**config.mk**
```make
export PLATFORM = sky130hd
export DESIGN_NAME = pwm_dac_mc
export DESIGN_NICKNAME = d
export VERILOG_FILES = /design/src/rtl/pwm_dac_mc.sv
export SDC_FILE = /design/constraint.sdc
export NUM_CORES = 1
export LEC_CHECK = 0
export CAP_MARGIN = 20
export CORE_AREA = 2 2 89 91
export CTS_CLUSTER_SIZE = 16
export DETAILED_ROUTE_END_ITERATION = 8
export DIE_AREA = 0 0 91 93
export DONT_BUFFER_PORTS = 1
export PLACE_DENSITY_LB_ADDON = 0.15
export SYNTH_ARGS = -nofsm -noshare
export SYNTH_HDL_FRONTEND = slang
export SYNTH_SLANG_ARGS = --single-unit
```
**constraint.sdc**
```tcl
create_clock -name clk -period 2.3 [get_ports clk]
set_clock_uncertainty 0.1 [all_clocks]
set_input_delay 0.23 -clock clk [delete_from_list [all_inputs] [get_ports clk]]
set_output_delay 0.23 -clock clk [all_outputs]
set_load 0.05 [all_outputs]
```
**src/rtl/pwm_dac_mc.sv**
```systemverilog
// Multi-channel PWM DAC: one shared window counter, double-buffered samples applied at window boundaries.
// Optional sticky underrun flag enabled by defining PWM_DAC_UNDERRUN_EN.
module pwm_dac_mc #(
    parameter int NUM_CH     = 4,
    parameter int CODE_WIDTH = 10
) (
    input  logic                         clk,
    input  logic                         rst_n,
    input  logic [NUM_CH*CODE_WIDTH-1:0] in_codes,
    input  logic                         in_valid,
    output logic                         in_ready,
    output logic                         next_sample,
    output logic [NUM_CH-1:0]            pwm,
    input  logic                         underrun_clr,
    output logic                         underrun
);
    localparam int BUS_W = NUM_CH * CODE_WIDTH;
    localparam logic [CODE_WIDTH-1:0] CNT_MAX = '1;

    logic [CODE_WIDTH-1:0] counter_q, counter_d;
    logic [BUS_W-1:0]      pending_q, pending_d;
    logic [BUS_W-1:0]      active_q, active_d;
    logic                  pending_full_q, pending_full_d;
    logic [NUM_CH-1:0]     pwm_q, pwm_d;
    logic                  boundary;
    logic                  accept;

    assign boundary    = (counter_q == CNT_MAX);
    assign in_ready    = !pending_full_q;
    assign accept      = in_valid && !pending_full_q;
    assign next_sample = boundary;
    assign pwm         = pwm_q;

    always_comb begin
        counter_d      = counter_q + 1'b1;
        pending_d      = pending_q;
        pending_full_d = pending_full_q;
        active_d       = active_q;
        pwm_d          = '0;
        // An accept coinciding with a boundary only fills pending; it is applied one window later.
        if (accept) begin
            pending_d      = in_codes;
            pending_full_d = 1'b1;
        end
        if (boundary && pending_full_q) begin
            active_d       = pending_q;
            pending_full_d = 1'b0;
        end
        for (int i = 0; i < NUM_CH; i++) begin
            pwm_d[i] = (counter_q < active_q[i*CODE_WIDTH +: CODE_WIDTH]);
        end
    end

    always_ff @(posedge clk or negedge rst_n) begin
        if (!rst_n) begin
            counter_q      <= '0;
            pending_q      <= '0;
            pending_full_q <= 1'b0;
            active_q       <= '0;
            pwm_q          <= '0;
        end else begin
            counter_q      <= counter_d;
            pending_q      <= pending_d;
            pending_full_q <= pending_full_d;
            active_q       <= active_d;
            pwm_q          <= pwm_d;
        end
    end

`ifdef PWM_DAC_UNDERRUN_EN
    logic underrun_q, underrun_d;

    // Setting takes priority over a clear on the same edge.
    always_comb begin
        underrun_d = underrun_q;
        if (boundary && !pending_full_q) begin
            underrun_d = 1'b1;
        end else if (underrun_clr) begin
            underrun_d = 1'b0;
        end
    end

    always_ff @(posedge clk or negedge rst_n) begin
        if (!rst_n) begin
            underrun_q <= 1'b0;
        end else begin
            underrun_q <= underrun_d;
        end
    end

    assign underrun = underrun_q;
`else
    logic unused_underrun_clr;
    assign unused_underrun_clr = underrun_clr;
    assign underrun            = 1'b0;
`endif

endmodule
```
# Word-level counts from Yosys, hierarchy flattened
# Cells that the tools add are included.
# W data, S select, Z words.
[totals]
inputBits = 44
register_bits = 95
out_inout_bits = 7
[classes]
n_addsub = 1
magnitude_cmp = 4
eq_ne = 1
n_reduce_logical = 4
mux = 2
[ops]
columns = ["op", "count"]
rows = [
  ["$lt A10 B10 Y1", 4],
  ["$add A10 B1 Y10 const B", 1],
  ["$eq A10 B10 Y1 const B", 1],
  ["$logic_and A1 B1 Y1", 2],
  ["$mux W1", 2],
  ["$reduce_bool A2 Y1", 1],
  ["$logic_not A1 Y1", 1],
]

# Logic depth before layout (Yosys ltp)
# Gate-level depths: netlist of run 1.
[logic_depth]
ltp_word = 4
mapped_depth = 6

# Least setup slack after synthesis of run 1
# Ideal clock, no wire load.
[synth_timing]
kind = "flip-flop to flip-flop"
from = "register counter_q[1]"
to = "register active_q[0]"
synth_period_minus_slack_ns = 1.658
required_time_ns = 2.075
stages_incl_launch_ff = 6
arrival_time_ns = 1.433
n_path_buf = 1
setup_time_ns = 0.125
slack_ns = 0.642
path_cell_list = "dfrtp_1 ha_1 and2_4 nand4_4 buf_6 mux2_4"
[synth_between]
elab_chain_len = 2
[synth_lines]
columns = ["item", "line", "source"]
rows = [
  ["start: declaration", "20", "logic [CODE_WIDTH-1:0] counter_q, counter_d;"],
  ["start signal: assignment", "62", "counter_q <= counter_d;"],
  ["$eq A10 B10 Y1", "28", "assign boundary = (counter_q == CNT_MAX);"],
  ["$logic_and A1 B1 Y1", "45", "if (boundary && pending_full_q) begin"],
  ["end signal: assignment", "65", "active_q <= active_d;"],
  ["end: declaration", "22", "logic [BUS_W-1:0] active_q, active_d;"],
]
# Every way passes these cells.
# A chain may end at the register's enable or synchronous reset.

# Final worst setup path of run 1
[layout_timing]
from = "register counter_q[1]"
to = "output next_sample"
[layout_between]
elab_chain_len = 1
[layout_lines]
columns = ["item", "line", "source"]
rows = [
  ["$eq A10 B10 Y1", "28", ""],
  ["end: declaration", "12", "output logic next_sample,"],
]
# Every way passes these cells.

==> results.yml, run 1 <==
run_status:
  status: "finished with violations"
  violations: "negative hold slack"
worst_setup_path:
  endpoint_kind: "output port"
  cpMaxStageDelayCell: "dfrtp_1"
  crit_type: "reg2out"
  crit_required_ns: 1.97
  crit_chain: "ha_1 -> and2_4 -> and3_1"
  worstSetupStartpointType: "register"
  crit_family: "simple AND/OR/NAND/NOR gates"
  critPathBufInv: 0
  cp_max_fo: 7
  worstPathArrival_ns: 1.89
  max_stage_delay_ns: 0.54
pwr:
  vdd_ir_drop_max_mv: 0.443
  power_leakage_uw: 0.00258
  p_per_area_mw_per_mm2: 581
global_routing:
  gr-usage-all-layers: 0.219
  antenna_found_initial: 0
  gr-total-overflow: 0
  grt_pass1_wl_mm: 14.1
  grt_pass1_vias: 2923
  grt_max_degree: 96
routing:
  drc: 0
  drt_iter0_drc: 74
  routedWlPerCell_um: 16.2
  firstDrtPassIters: 4
  drt_wl_total_mm: 8.11
  num_vias: 2675
  drtAntennaViolNets: 0
  viasPerCell: 5.35
sta:
  layout_worst_path_cycle_share: 0.966
  min_period_ns: 2.22
  worst_slew_pin_slew_ns: 0.550
  final_max_slew_viol_count: 0
  fmax_mhz: 450
  worst_hold_slack_ns: -0.558
  rsz0062_at_grt: "no"
  setup_viol: 0
  hold_violations: 95
  fin_ws_ns: 0.0790
  slew_headroom: 0.635
  fin_tns_setup_ns: 0
synthesis:
  synth_compound_gate_area_share: 0.0453
  ys_types: 26
  ys_seq_area_frac: 0.519
  muxShareOfSynthArea: 0.228
  postSynthCellCount: 340
  synthXorXnorAreaFrac: 0.0153
  synthSimpleGateAreaFrac: 0.0428
  synth_top_family_by_area: "multiplexers"
  synth_nets: 421
  yosysWarnings: 0
  syn_area_per_cell_um2: 13.5
  synth_area_mm2: 0.00458
  synth_fa_ha_area_frac: 0.101
  ys_ff_latch: 95
cells_and_area:
  antennaDiodeCount: 0
  seq_area_mm2: 0.00238
  multiInputGateArea_mm2: 0.00200
  layout_common_cells: "95 x dfrtp_1, 41 x mux2_2, 41 x dlygate4sd3_1"
  layout_commonest_cell: "dfrtp_1"
  syn2layout_area_growth_pct: 17.4
  fin_nets: 474
  instances_no_fill: 500
  fillCellCount: 555
  final_layout_size_suffix_gt1_frac: 0.274
clock_tree:
  postCtsHoldBufs: 41
  tritoncts: "built"
  clock-root-buffer: "clkbuf_8"
  cts-htree-levels: 3
  clock_path_buffers: 2
  ctsResizeCount: 0
  clk-insertion-delay-late_ns: 0.37
  path_clk_slew_ns: 0.10
  numCtsBuffers: 9
  postCtsSetupBuffers: 0
  cts_sinks: 95
floorplanning:
  dieArea_mm2: 0.00846
  core_mm2: 0.00753
  num_rows: 32
  initial_core_util: 0.609
  dieWidth_um: 91
  pin_count: 51
  die_h_um: 93
place:
  place_ws_ns: 0.412
  place.gp.congestion: 0.727
  dp_hpwl_mm: 5.38
  portBuffers: 0
  dp.cells: 443
job:
  max_cap_viol_count: 0
min_path:
  worstHoldPathType: "in2async"
==> flip-flops by register name, summed over array words and instances, names as in the netlist <==
register / flops
pending_full_q: 1
pwm: 4
counter_q: 10
active_q: 40
pending_q: 40
==> final cells by class <==
type / instances / share of cell area
Clock buffer: 9 / 0.0230
Clock inverter: 7 / 0.0165
Timing Repair Buffer: 51 / 0.0972
Multi-Input combinational cell: 197 / 0.371
Tap cell: 102 / 0.0237
Inverter: 39 / 0.0272
Sequential cell: 95 / 0.442
==> cell usage after synthesis <==
cell type,n,area (µm²)
nor2_1,6,22.5
xor2_1,3,26.3
inv_1,39,146
xnor2_1,5,43.8
dfrtp_1,95,2380
a211oi_1,4,30.0
conb_1,1,3.75
ha_1,37,463
o21a_1,1,7.51
and2_4,1,8.76
buf_2,4,20.0
buf_6,4,45.0
nand4_4,1,21.3
o2bb2ai_1,4,35.0
nand2_1,14,52.6
and3_1,2,12.5
a21oi_1,16,80.1
buf_4,1,7.51
nand2b_1,4,25.0
nand4_1,2,12.5
o21ai_0,4,20.0
mux2_2,41,462
nor2b_1,1,6.26
nand3_1,7,35.0
mux2_4,39,586
a41oi_1,4,35.0
==> where the power goes <==
group / total [µW] / switching [µW] / internal (µW)
Clock: 1170 / 636 / 530
Combinational: 150 / 35.0 / 115
Sequential: 1810 / 48.8 / 1760
Total: 3130 / 720 / 2410
==> metrics by stage <==
step | instance area (µm²) | util | total power, µW | hold slack (ns)
global placement | 4760 | 0.632 | 1930 | -0.163
CTS | 5380 | 0.715 | 3170 | -0.584
detailed placement | 4760 | 0.632 | 1940 | -0.163
global route | 5380 | 0.715 | 3250 | -0.594
finish | 5380 | 0.715 | 3130 | -0.558
floorplan | 4580 | - | 1910 | -0.166
==> cells by family (layout without fill, tap and decap cells) <==
group,Yosys count,in the layout
DFF,95,95
muxes,80,80
buffers and inverters,48,106
and+or+nand+nor,38,38
adders and majority gates,37,37
AOI/OAI and AO/OA,33,33
xor gates and xnor gates,8,8
other,1,1
==> per-layer routing <==
| metal | up-vias | GRT usage | part of all wire | wire [µm] |
|---|---|---|---|---|
| li1 | 1286 | - | - | - |
| met1 | 1327 | 0.267 | 0.44 | 3570 |
| met2 | 45 | 0.372 | 0.50 | 4060 |
| met3 | 17 | 0.0645 | 0.039 | 313 |
| met4 | 0 | 0.0783 | 0.021 | 167 |
| met5 | - | 0 | 0 | 0 |
==> path summary, 6_finish.rpt <==
| kind | start | end | slack, ns | depth (start not counted) |
|---|---|---|---|---|
| max | counter_q[1]$_DFF_PN0_ | next_sample | 0.08 | 3 |
| min | rst_n | active_q[22]$_DFFE_PN0P_ | -0.56 | 0 |
| max reg2reg | counter_q[1]$_DFF_PN0_ | active_q[26]$_DFFE_PN0P_ | 0.38 | 5 |
| min reg2reg | pending_q[15]$_DFFE_PN0P_ | active_q[15]$_DFFE_PN0P_ | 0.41 | 1 |
| max in group asynchronous | rst_n | counter_q[6]$_DFF_PN0_ | 2.48 | 0 |
| min in group clk | in_valid | pending_q[20]$_DFFE_PN0P_ | 0.21 | 2 |
Note: power is estimated with default switching activity, not from simulation.
==> inputs of run 2 (changes only) <==
--- a/config.mk
+++ b/config.mk
@@ -11,6 +11,7 @@
 export DETAILED_ROUTE_END_ITERATION = 8
 export DIE_AREA = 0 0 91 93
 export DONT_BUFFER_PORTS = 1
+export GPL_TIMING_DRIVEN = 0
 export PLACE_DENSITY_LB_ADDON = 0.15
 export SYNTH_ARGS = -nofsm -noshare
 export SYNTH_HDL_FRONTEND = slang
==> run 2 against run 1 <==
Net effect: the flow still finishes with violations (negative hold slack); sequential power hardly changed; register-to-register slack about the same; final cell count fell by 0.20%; core utilization is 0.17 points lower; count of clock-buffer cells in the layout increased by 2; global-route usage down 1.2 points; power increased by 4.4%; die area unchanged; clock power rose by 12%; combinational power barely moved; non-clock buffer count decreased by 1.
==> results.yml, run 2 (synthesized netlist as in run 1, its figures left out) <==
global_routing:
  gr-usage-all-layers: 0.207
  grt_max_degree: 96
  met1_usage: 0.273
  gr-total-overflow: 0
  gr-usage-met3: 0.0564
  grt_pass1_wl_mm: 13.5
  antenna_found_initial: 0
  grtUsageMet2: 0.335
  grt_pass1_vias: 2780
  busiest_layer: "met2"
sta:
  fin_tns_setup_ns: 0
  final_max_slew_viol_count: 0
  min_period_ns: 2.06
  worst_hold_slack_ns: -0.542
  fin_ws_ns: 0.238
  hold_violations: 95
  rsz0062_at_grt: "no"
  fmax_mhz: 485
  layout_worst_path_cycle_share: 0.896
  setup_viol: 0
floorplanning:
  num_rows: 32
  pin_count: 51
  dieArea_mm2: 0.00846
  initial_core_util: 0.609
  die_h_um: 93
  core_mm2: 0.00753
  dieWidth_um: 91
clock_tree:
  clk-insertion-delay-late_ns: 0.36
  cts_sinks: 95
  tritoncts: "built"
  path_clk_slew_ns: 0.09
  clock-root-buffer: "clkbuf_8"
  numCtsBuffers: 9
  clock_path_buffers: 2
  postCtsHoldBufs: 41
  postCtsSetupBuffers: 0
  cts-htree-levels: 3
cells_and_area:
  antennaDiodeCount: 0
  seq_area_mm2: 0.00238
  multiInputGateArea_mm2: 0.00199
  design_area_mm2: 0.00537
  syn2layout_area_growth_pct: 17.1
  layout_commonest_cell: "dfrtp_1"
  fin_nets: 473
  postLayoutCoreUtil: 0.713
  fillCellCount: 538
  layout_common_cells: "95 x dfrtp_1, 41 x mux2_2, 41 x dlygate4sd3_1"
  final_layout_size_suffix_gt1_frac: 0.270
  top_regs: "active_q: 40 flops, pending_q: 40 flops, counter_q: 10 flops"
routing:
  drt_iter0_drc: 139
  drt_wl_total_mm: 7.58
  routedWlPerCell_um: 15.2
  viasPerCell: 5.23
  drc: 0
  firstDrtPassIters: 4
  num_vias: 2610
  drtAntennaViolNets: 0
worst_setup_path:
  r2r_slack_ns: 0.38
  rr_worst_depth: 5
  r2r-end: "active_q[25]$_DFFE_PN0P_"
  worstPathArrival_ns: 1.73
  cp_max_fo: 7
  crit_type: "reg2out"
  worstSetupStartpointType: "register"
  worstReg2RegStart: "counter_q[1]$_DFF_PN0_"
  crit_required_ns: 1.97
  endpoint_kind: "output port"
job:
  max_cap_viol_count: 0
run_status:
  status: "finished with violations"
  violations: "negative hold slack"
place:
  dp_hpwl_mm: 5.13
  portBuffers: 0
  place.gp.congestion: 0.713
  place_area_mm2: 0.00471
  place_ws_ns: 0.376
pwr:
  p_per_area_mw_per_mm2: 607
  power_leakage_uw: 0.00257
  vdd_ir_drop_max_mv: 0.402
min_path:
  worstHoldPathType: "in2async"
## run 2: cell types whose count changed in the layout (fill, tap and decap cells not counted), sizes merged
cell	change
inv	-4
bufinv	+2
clkbuf	+2
buf	-1
clkinv	-1
clkinvlp	+1
## run 2: worst max-delay path by stage
stage / cells after the start / from / end / slack (ns)
2_1_floorplan: 5 / counter_q[1]$_DFF_PN0_ / active_q[0]$_DFFE_PN0P_ / 0.64
3_3_place_gp: 5 / counter_q[1]$_DFF_PN0_ / active_q[25]$_DFFE_PN0P_ / 0.39
3_5_place_dp: 5 / counter_q[1]$_DFF_PN0_ / active_q[22]$_DFFE_PN0P_ / 0.38
4_1_cts: 3 / counter_q[1]$_DFF_PN0_ / next_sample / 0.07
5_1_grt: 3 / counter_q[1]$_DFF_PN0_ / next_sample / 0.13
6_report: 3 / counter_q[1]$_DFF_PN0_ / next_sample / 0.24
## run 2: stage by stage
step | hold slack, ns | power (µW) | std cells
finish | -0.542 | 3260 | 499
floorplan | -0.166 | 1910 | 340
global route | -0.576 | 3400 | 499
global placement | -0.163 | 1930 | 442
detailed placement | -0.162 | 1940 | 442
CTS | -0.567 | 3300 | 499
## run 2: metal layers
layer | part of all wire | routed length, µm
met5 | 0 | 0
met4 | 0.018 | 140
met3 | 0.033 | 251
met2 | 0.49 | 3730
met1 | 0.46 | 3460
## run 2: area by class of cell
class | count | share of cell area
buffer | 9 | 0.0135
clock buffer | 11 | 0.0263
clock inverter | 5 | 0.0196
inverter | 39 | 0.0273
multi-input combinational | 197 | 0.370
sequential | 95 | 0.443
tap | 102 | 0.0238
timing repair buffer | 41 | 0.0764
## run 2: where the power goes
group / total [µW] / internal [µW] / switching [µW]
Sequential: 1810 / 1760 / 47.1
Combinational: 148 / 115 / 32.6
Clock: 1310 / 752 / 556
## run 2: critical path, cell delays in order, from the launching register on
cell	delay, ns
dfrtp_1	0.53
ha_1	0.28
and2_4	0.19
and3_2	0.37
## run 2: timing repair
item	4_1_cts	5_1_grt
endpoints found under the hold margin	136	95
endpoints found under the setup margin	0	1
resized for setup	0	1
